File: src/rtl/vec_pkg.sv
// Shared encodings and vector types for the vector write-back path.
package vec_pkg;

  localparam int N = 16;
  localparam int M = 16;

  localparam logic [1:0] SEL_SRC0 = 2'b00;
  localparam logic [1:0] SEL_SRC1 = 2'b01;
  localparam logic [1:0] SEL_SRC2 = 2'b10;
  localparam logic [1:0] SEL_NONE = 2'b11;

  typedef logic [N-1:0] lane_t;
  typedef lane_t [M-1:0] vec_t;

  typedef enum logic {
    ST_EMPTY = 1'b0,
    ST_FULL  = 1'b1
  } wb_state_e;

endpackage

File: src/rtl/rr_arb3.sv
// Three-way round-robin grant with a bounded burst allowance for the last winner.
module rr_arb3
  import vec_pkg::*;
#(
  parameter int BURST = 4,
  parameter int BCW   = 3
) (
  input  logic [2:0]     req_valid,
  input  logic [1:0]     last,
  input  logic [BCW-1:0] burst_cnt,
  output logic [2:0]     grant,
  output logic [1:0]     gnt_idx
);

  localparam logic [BCW-1:0] BURST_MAX = BCW'(BURST);

  logic       stay;
  logic       found;
  logic [1:0] cand;

  function automatic logic [1:0] wrap_add(input logic [1:0] base, input int k);
    int s;
    s = int'(base) + k;
    return 2'(s % 3);
  endfunction

  // burst_cnt==0 means nobody has been granted since reset, so no repeat credit
  assign stay = req_valid[last] && (burst_cnt != '0) && (burst_cnt < BURST_MAX);

  always_comb begin
    grant   = '0;
    gnt_idx = 2'd0;
    cand    = 2'd0;
    found   = 1'b0;
    if (stay) begin
      grant[last] = 1'b1;
      gnt_idx     = last;
    end else begin
      for (int k = 1; k <= 3; k++) begin
        cand = wrap_add(last, k);
        if (!found && req_valid[cand]) begin
          found       = 1'b1;
          grant[cand] = 1'b1;
          gnt_idx     = cand;
        end
      end
    end
  end

endmodule

File: src/rtl/vec_wb_arbiter.sv
// Round-robin arbiter feeding a one-entry registered write-back stage
// from three vector producers (ALU, load, scalar broadcast).
module vec_wb_arbiter
  import vec_pkg::*;
#(
  parameter int N     = 16,
  parameter int M     = 16,
  parameter int AW    = 4,
  parameter int BURST = 4
) (
  input  logic                clk,
  input  logic                rst_n,
  input  logic [2:0]          req_valid,
  output logic [2:0]          req_ready,
  input  logic [M-1:0][N-1:0] req_data0,
  input  logic [M-1:0][N-1:0] req_data1,
  input  logic [M-1:0][N-1:0] req_data2,
  input  logic [AW-1:0]       req_addr0,
  input  logic [AW-1:0]       req_addr1,
  input  logic [AW-1:0]       req_addr2,
  output logic                wb_valid,
  input  logic                wb_ready,
  output logic [M-1:0][N-1:0] wb_data,
  output logic [AW-1:0]       wb_addr,
  output logic [1:0]          wb_sel
);

  localparam int BCW = $clog2(BURST + 1);
  localparam logic [BCW-1:0] BURST_MAX = BCW'(BURST);
  localparam logic [BCW-1:0] BCNT_ONE  = BCW'(1);

  wb_state_e           state_q, state_d;
  logic [M-1:0][N-1:0] wb_data_q, wb_data_d, mux_data;
  logic [AW-1:0]       wb_addr_q, wb_addr_d, mux_addr;
  logic [1:0]          wb_sel_q, wb_sel_d, mux_sel;
  logic [1:0]          last_q, last_d;
  logic [BCW-1:0]      burst_q, burst_d;
  logic [2:0]          grant;
  logic [1:0]          gnt_idx;
  logic                accept;
  logic                xfer;

  rr_arb3 #(.BURST(BURST), .BCW(BCW)) u_arb (
    .req_valid (req_valid),
    .last      (last_q),
    .burst_cnt (burst_q),
    .grant     (grant),
    .gnt_idx   (gnt_idx)
  );

  // rst_n gate keeps req_ready low while reset is asserted even though state is EMPTY
  assign accept    = rst_n & ((state_q == ST_EMPTY) | wb_ready);
  assign req_ready = grant & {3{accept}};
  assign xfer      = |req_ready;

  always_comb begin
    case (gnt_idx)
      2'd0: begin mux_data = req_data0; mux_addr = req_addr0; mux_sel = SEL_SRC0; end
      2'd1: begin mux_data = req_data1; mux_addr = req_addr1; mux_sel = SEL_SRC1; end
      default: begin mux_data = req_data2; mux_addr = req_addr2; mux_sel = SEL_SRC2; end
    endcase
  end

  always_comb begin
    state_d   = state_q;
    wb_data_d = wb_data_q;
    wb_addr_d = wb_addr_q;
    wb_sel_d  = wb_sel_q;
    last_d    = last_q;
    burst_d   = burst_q;
    if (xfer) begin
      state_d   = ST_FULL;
      wb_data_d = mux_data;
      wb_addr_d = mux_addr;
      wb_sel_d  = mux_sel;
      last_d    = gnt_idx;
      if ((gnt_idx != last_q) || (burst_q == '0)) begin
        burst_d = BCNT_ONE;
      end else if (burst_q != BURST_MAX) begin
        burst_d = burst_q + BCNT_ONE;
      end
    end else if ((state_q == ST_FULL) && wb_ready) begin
      state_d  = ST_EMPTY;
      wb_sel_d = SEL_NONE;
    end
  end

  always_ff @(posedge clk or negedge rst_n) begin
    if (!rst_n) begin
      state_q   <= ST_EMPTY;
      wb_data_q <= '0;
      wb_addr_q <= '0;
      wb_sel_q  <= SEL_NONE;
      last_q    <= 2'd2;
      burst_q   <= '0;
    end else begin
      state_q   <= state_d;
      wb_data_q <= wb_data_d;
      wb_addr_q <= wb_addr_d;
      wb_sel_q  <= wb_sel_d;
      last_q    <= last_d;
      burst_q   <= burst_d;
    end
  end

  assign wb_valid = (state_q == ST_FULL);
  assign wb_data  = wb_data_q;
  assign wb_addr  = wb_addr_q;
  assign wb_sel   = wb_sel_q;

endmodule

File: config.mk
export PLATFORM = sky130hd
export DESIGN_NAME = vec_wb_arbiter
export DESIGN_NICKNAME = d
export VERILOG_FILES = /design/src/rtl/vec_pkg.sv /design/src/rtl/rr_arb3.sv /design/src/rtl/vec_wb_arbiter.sv
export SDC_FILE = /design/constraint.sdc
export NUM_CORES = 1
export LEC_CHECK = 0
export BUFFER_PORTS_ARGS = -buffer_cell sky130_fd_sc_hd__buf_2
export CAP_MARGIN = 25
export CORE_AREA = 2 2 404 406
export CTS_BUF_LIST = sky130_fd_sc_hd__clkbuf_2
export CTS_CLUSTER_DIAMETER = 50
export DETAILED_ROUTE_END_ITERATION = 10
export DIE_AREA = 0 0 406 408
export GPL_ROUTABILITY_DRIVEN = 0
export HOLD_SLACK_MARGIN = 0.12
export PLACE_DENSITY = 0.34
export SLEW_MARGIN = 20
export SYNTH_ARGS = -nofsm -noshare
export SYNTH_HDL_FRONTEND = slang
export SYNTH_SLANG_ARGS = --single-unit
File: constraint.sdc
create_clock -name clk -period 4.85 [get_ports clk]
set_input_delay 0.7275 -clock clk [delete_from_list [all_inputs] [get_ports clk]]
set_output_delay 0.7275 -clock clk [all_outputs]
set_load 0.03 [all_outputs]
==> flow_metrics.env <==
export IMPL_fin_setup_tns_ps=0
export IMPL_reg2reg_depth=11
export IMPL_crit_type="reg -> reg"
export IMPL_grt_max_degree=199
export IMPL_drc_errors=0
export IMPL_cts_sinks=268
export IMPL_core_area_sq_um=162000
export IMPL_hold_class="in -> reg"
export IMPL_reg2reg_slack_ps=120
export IMPL_skew_ps=115
export IMPL_min_from="req_data1[94]"
export IMPL_grtUsageTotal_pct=13.1
export IMPL_synthFlopType="dfrtp_1"
export IMPL_ys_seq_elements=268
export IMPL_tightest_slew_ps=1010
export IMPL_synth_distinct_cells=51
export IMPL_grt_antenna_before_repair=43
export IMPL_crit_path_end_kind="flip-flop"
export IMPL_r2r_end="wb_addr[1]$_DFFE_PN0P_"
export IMPL_crit_fanout=123
export IMPL_r2r_start="last_q[1]$_DFFE_PN1P_"
export IMPL_antenna_left=0
export IMPL_setup_viol_count_final=0
export IMPL_vdd_ir_drop_max_mv=0.676
export IMPL_insertion_delay_ps=1270
export IMPL_hold_end="wb_data[94]$_DFFE_PN0P_"
export IMPL_start_util_pct=10.3
export IMPL_htreeDepth=3
export IMPL_via_per_inst=3.71
export IMPL_synth_edf_count=0
export IMPL_portBuffers=1051
export IMPL_slew_viol_final=0
export IMPL_hold_depth=4
export IMPL_first_global_vias=20700
export IMPL_drt_first_iter_violations=1102
export IMPL_cts_buffers=91
export IMPL_power_density_nw_per_um2=886
export IMPL_leakage_nw=15.3
export IMPL_clockBufferDepth=3
export IMPL_wl_per_cell_microns=21.4
export IMPL_cap_viol_max_count=0
export IMPL_die_area_sq_um=166000
export IMPL_rows=148
export IMPL_required_ps=5860
export IMPL_fillers=17900
export IMPL_ys_warn_count=0
export IMPL_cp_arrival_ps=5740
export IMPL_die_h_microns=408
export IMPL_grt_overflow=0
export IMPL_async_flop_share_pct=100
export IMPL_multiInputGateArea_sq_um=8990
export IMPL_yosysSeqAreaShare_pct=40.4
export IMPL_grt_pass1_wl_mm=155
export IMPL_clockRootBuffer="clkbuf_2"
export IMPL_cts_tree="yes"
export IMPL_rsz0062_at_grt="no"
export IMPL_clk_pin_slew_ps=100
export IMPL_outcome="finished, final reports clean"
export IMPL_synth_cells=1294
export IMPL_hold_viol_final=0
export IMPL_worstSetupStartpointType="flip-flop"
export IMPL_syn_nets=2087
export IMPL_area_growth_pct=99.7
export IMPL_utilization_pct=20.5
export IMPL_ios=1052
export IMPL_drive_gt1_share_pct=46.9
export IMPL_syn_area_sq_um=16600
export IMPL_die_w_microns=406
export IMPL_drt_pre_antenna_iters=5
export IMPL_post_dp_hpwl_mm=87.6
export IMPL_vias=20000
export IMPL_min_period_over_period_pct=97.4
export IMPL_fmax_ghz=0.212
export IMPL_regArea_sq_um=6710
export IMPL_layout_nets=3926
export IMPL_drt_wl_total_mm=115
export IMPL_slew_headroom_pct=32.9
export IMPL_synth_area_per_cell_sq_um=12.8
export IMPL_post_route_min_period_ps=4730
export IMPL_postCtsSetupRepairBufs=0
-- cells in the mapped netlist, types with 2 or more instances --
| master | n | share of area [%] |
|---|---|---|
| a221o_1 | 260 | 16 |
| buf_4 | 2 | 0.090 |
| nor2b_1 | 5 | 0.19 |
| mux2_2 | 50 | 3.4 |
| o32ai_1 | 2 | 0.11 |
| a311oi_1 | 2 | 0.11 |
| nand2_1 | 10 | 0.23 |
| mux2_4 | 210 | 19 |
| o211ai_1 | 3 | 0.14 |
| dfrtp_1 | 265 | 40 |
| buf_8 | 22 | 2.0 |
| a32o_1 | 2 | 0.12 |
| a21oi_1 | 5 | 0.15 |
| nand3_1 | 2 | 0.060 |
| buf_2 | 30 | 0.91 |
| ha_1 | 7 | 0.53 |
| o21ai_1 | 2 | 0.060 |
| mux2i_1 | 5 | 0.30 |
| and3_1 | 2 | 0.075 |
| inv_1 | 7 | 0.16 |
| nor2_1 | 4 | 0.090 |
| and4bb_2 | 2 | 0.15 |
| nor3_1 | 5 | 0.15 |
| nand2b_1 | 7 | 0.26 |
| clkbuf_1 | 88 | 2.0 |
| dfstp_2 | 3 | 0.48 |
| a21boi_0 | 260 | 12 |
| buf_6 | 6 | 0.41 |
| a211o_1 | 3 | 0.16 |
| a22oi_1 | 2 | 0.090 |
-- worst max-delay path, cell delays in order, from the launching register on --
cell	delay (ps)
dfstp_2	650
inv_1	150
ha_2	400
or4b_1	560
o221ai_2	140
o21ai_4	150
and4_4	230
buf_12	180
a221o_1	460
dlygate4sd3_1	560
mux2_4	250
dlygate4sd3_1	560
-- state kept, by name, summed over array words and instances, names as in the netlist --
| name | flops |
|---|---|
| wb_valid | 1 |
| wb_sel | 2 |
| wb_data | 256 |
| wb_addr | 4 |
| burst_q | 3 |
| last_q | 2 |
-- timing repair --
action,CTS,global route
hold endpoints to repair,531,0
hold buffers,807,0
gates resized for setup,0,4
endpoints found under the setup margin,0,21
-- layout make-up --
cell class,count,share of cell area (%)
antenna,10,0.0755
clock buffer,125,1.89
clock inverter,30,0.521
inverter,7,0.0793
multi-input combinational,871,27.2
sequential,268,20.3
tap,2175,8.22
timing repair buffer,1894,41.8
-- stage by stage --
stage	instances	power (mW)	hold slack [ps]	cell area, sq um	worst slack, ps
floorplan	1294	16.5	432	16600	1070
global placement	4407	22.2	488	24200	1150
detailed placement	4407	22.2	488	24200	1150
CTS	5369	29.8	120	33100	64.2
global route	5377	31.2	245	33100	22.7
finish	5380	29.3	466	33100	124
-- power by group --
group / leakage [nW] / switching (mW) / internal, mW
Sequential: 3.20 / 0.689 / 3.54
Combinational: 11.5 / 11.0 / 12.1
Clock: 0.596 / 1.24 / 0.766
Total: 15.3 / 12.9 / 16.4
-- logic make-up after synthesis --
kind of cell	Yosys count	synth area share, %
simple gates	46	1.64
flops	268	40.4
mux	265	22.7
buf+inv	155	5.54
compound gates	552	29.1
fa+ha+maj	7	0.528
xor+xnor	1	0.0528
-- cells in the final DEF (no fill, tap or decap), types with 2 or more instances in the layout --
cell,count
clkinv_1,20
mux2_4,210
mux2i_1,5
inv_6,2
and4bb_2,2
inv_1,7
a32o_1,2
nand2_1,8
o211ai_1,3
mux2_2,50
nor3_1,5
buf_2,1050
nand3_1,2
diode_2,10
dfrtp_1,265
nand2_4,2
a21oi_1,5
clkinvlp_4,2
dfstp_2,3
nor2_1,4
a211o_1,3
dlygate4sd3_1,806
buf_12,17
a311oi_1,2
buf_4,18
o21ai_1,2
a221o_1,260
and3_1,2
nand2b_1,7
clkinv_2,3
clkbuf_2,125
a21boi_0,260
o32ai_1,2
ha_1,6
nor2b_1,5
-- how the worst max path moves through the flow --
| stage | startpoint | to | slack (ps) | cells past startpoint |
|---|---|---|---|---|
| 2_1_floorplan | last_q[1]$_DFFE_PN1P_ | wb_addr[0]$_DFFE_PN0P_ | 1070 | 11 |
| 3_3_place_gp | last_q[1]$_DFFE_PN1P_ | wb_data[151]$_DFFE_PN0P_ | 1150 | 10 |
| 3_5_place_dp | last_q[1]$_DFFE_PN1P_ | wb_data[77]$_DFFE_PN0P_ | 1150 | 9 |
| 4_1_cts | last_q[1]$_DFFE_PN1P_ | req_ready[1] | 60 | 6 |
| 5_1_grt | last_q[1]$_DFFE_PN1P_ | wb_data[225]$_DFFE_PN0P_ | 20 | 11 |
| 6_report | last_q[1]$_DFFE_PN1P_ | wb_addr[1]$_DFFE_PN0P_ | 120 | 11 |
-- metal layers --
layer	vias up	global-route usage, %	part of all wire, %
li1	8975	-	-
met1	9858	15.2	40
met2	890	22.4	48
met3	215	3.56	7.3
met4	36	5.99	4.2
met5	-	0	0.19
(Power assumes the default switching activity.)
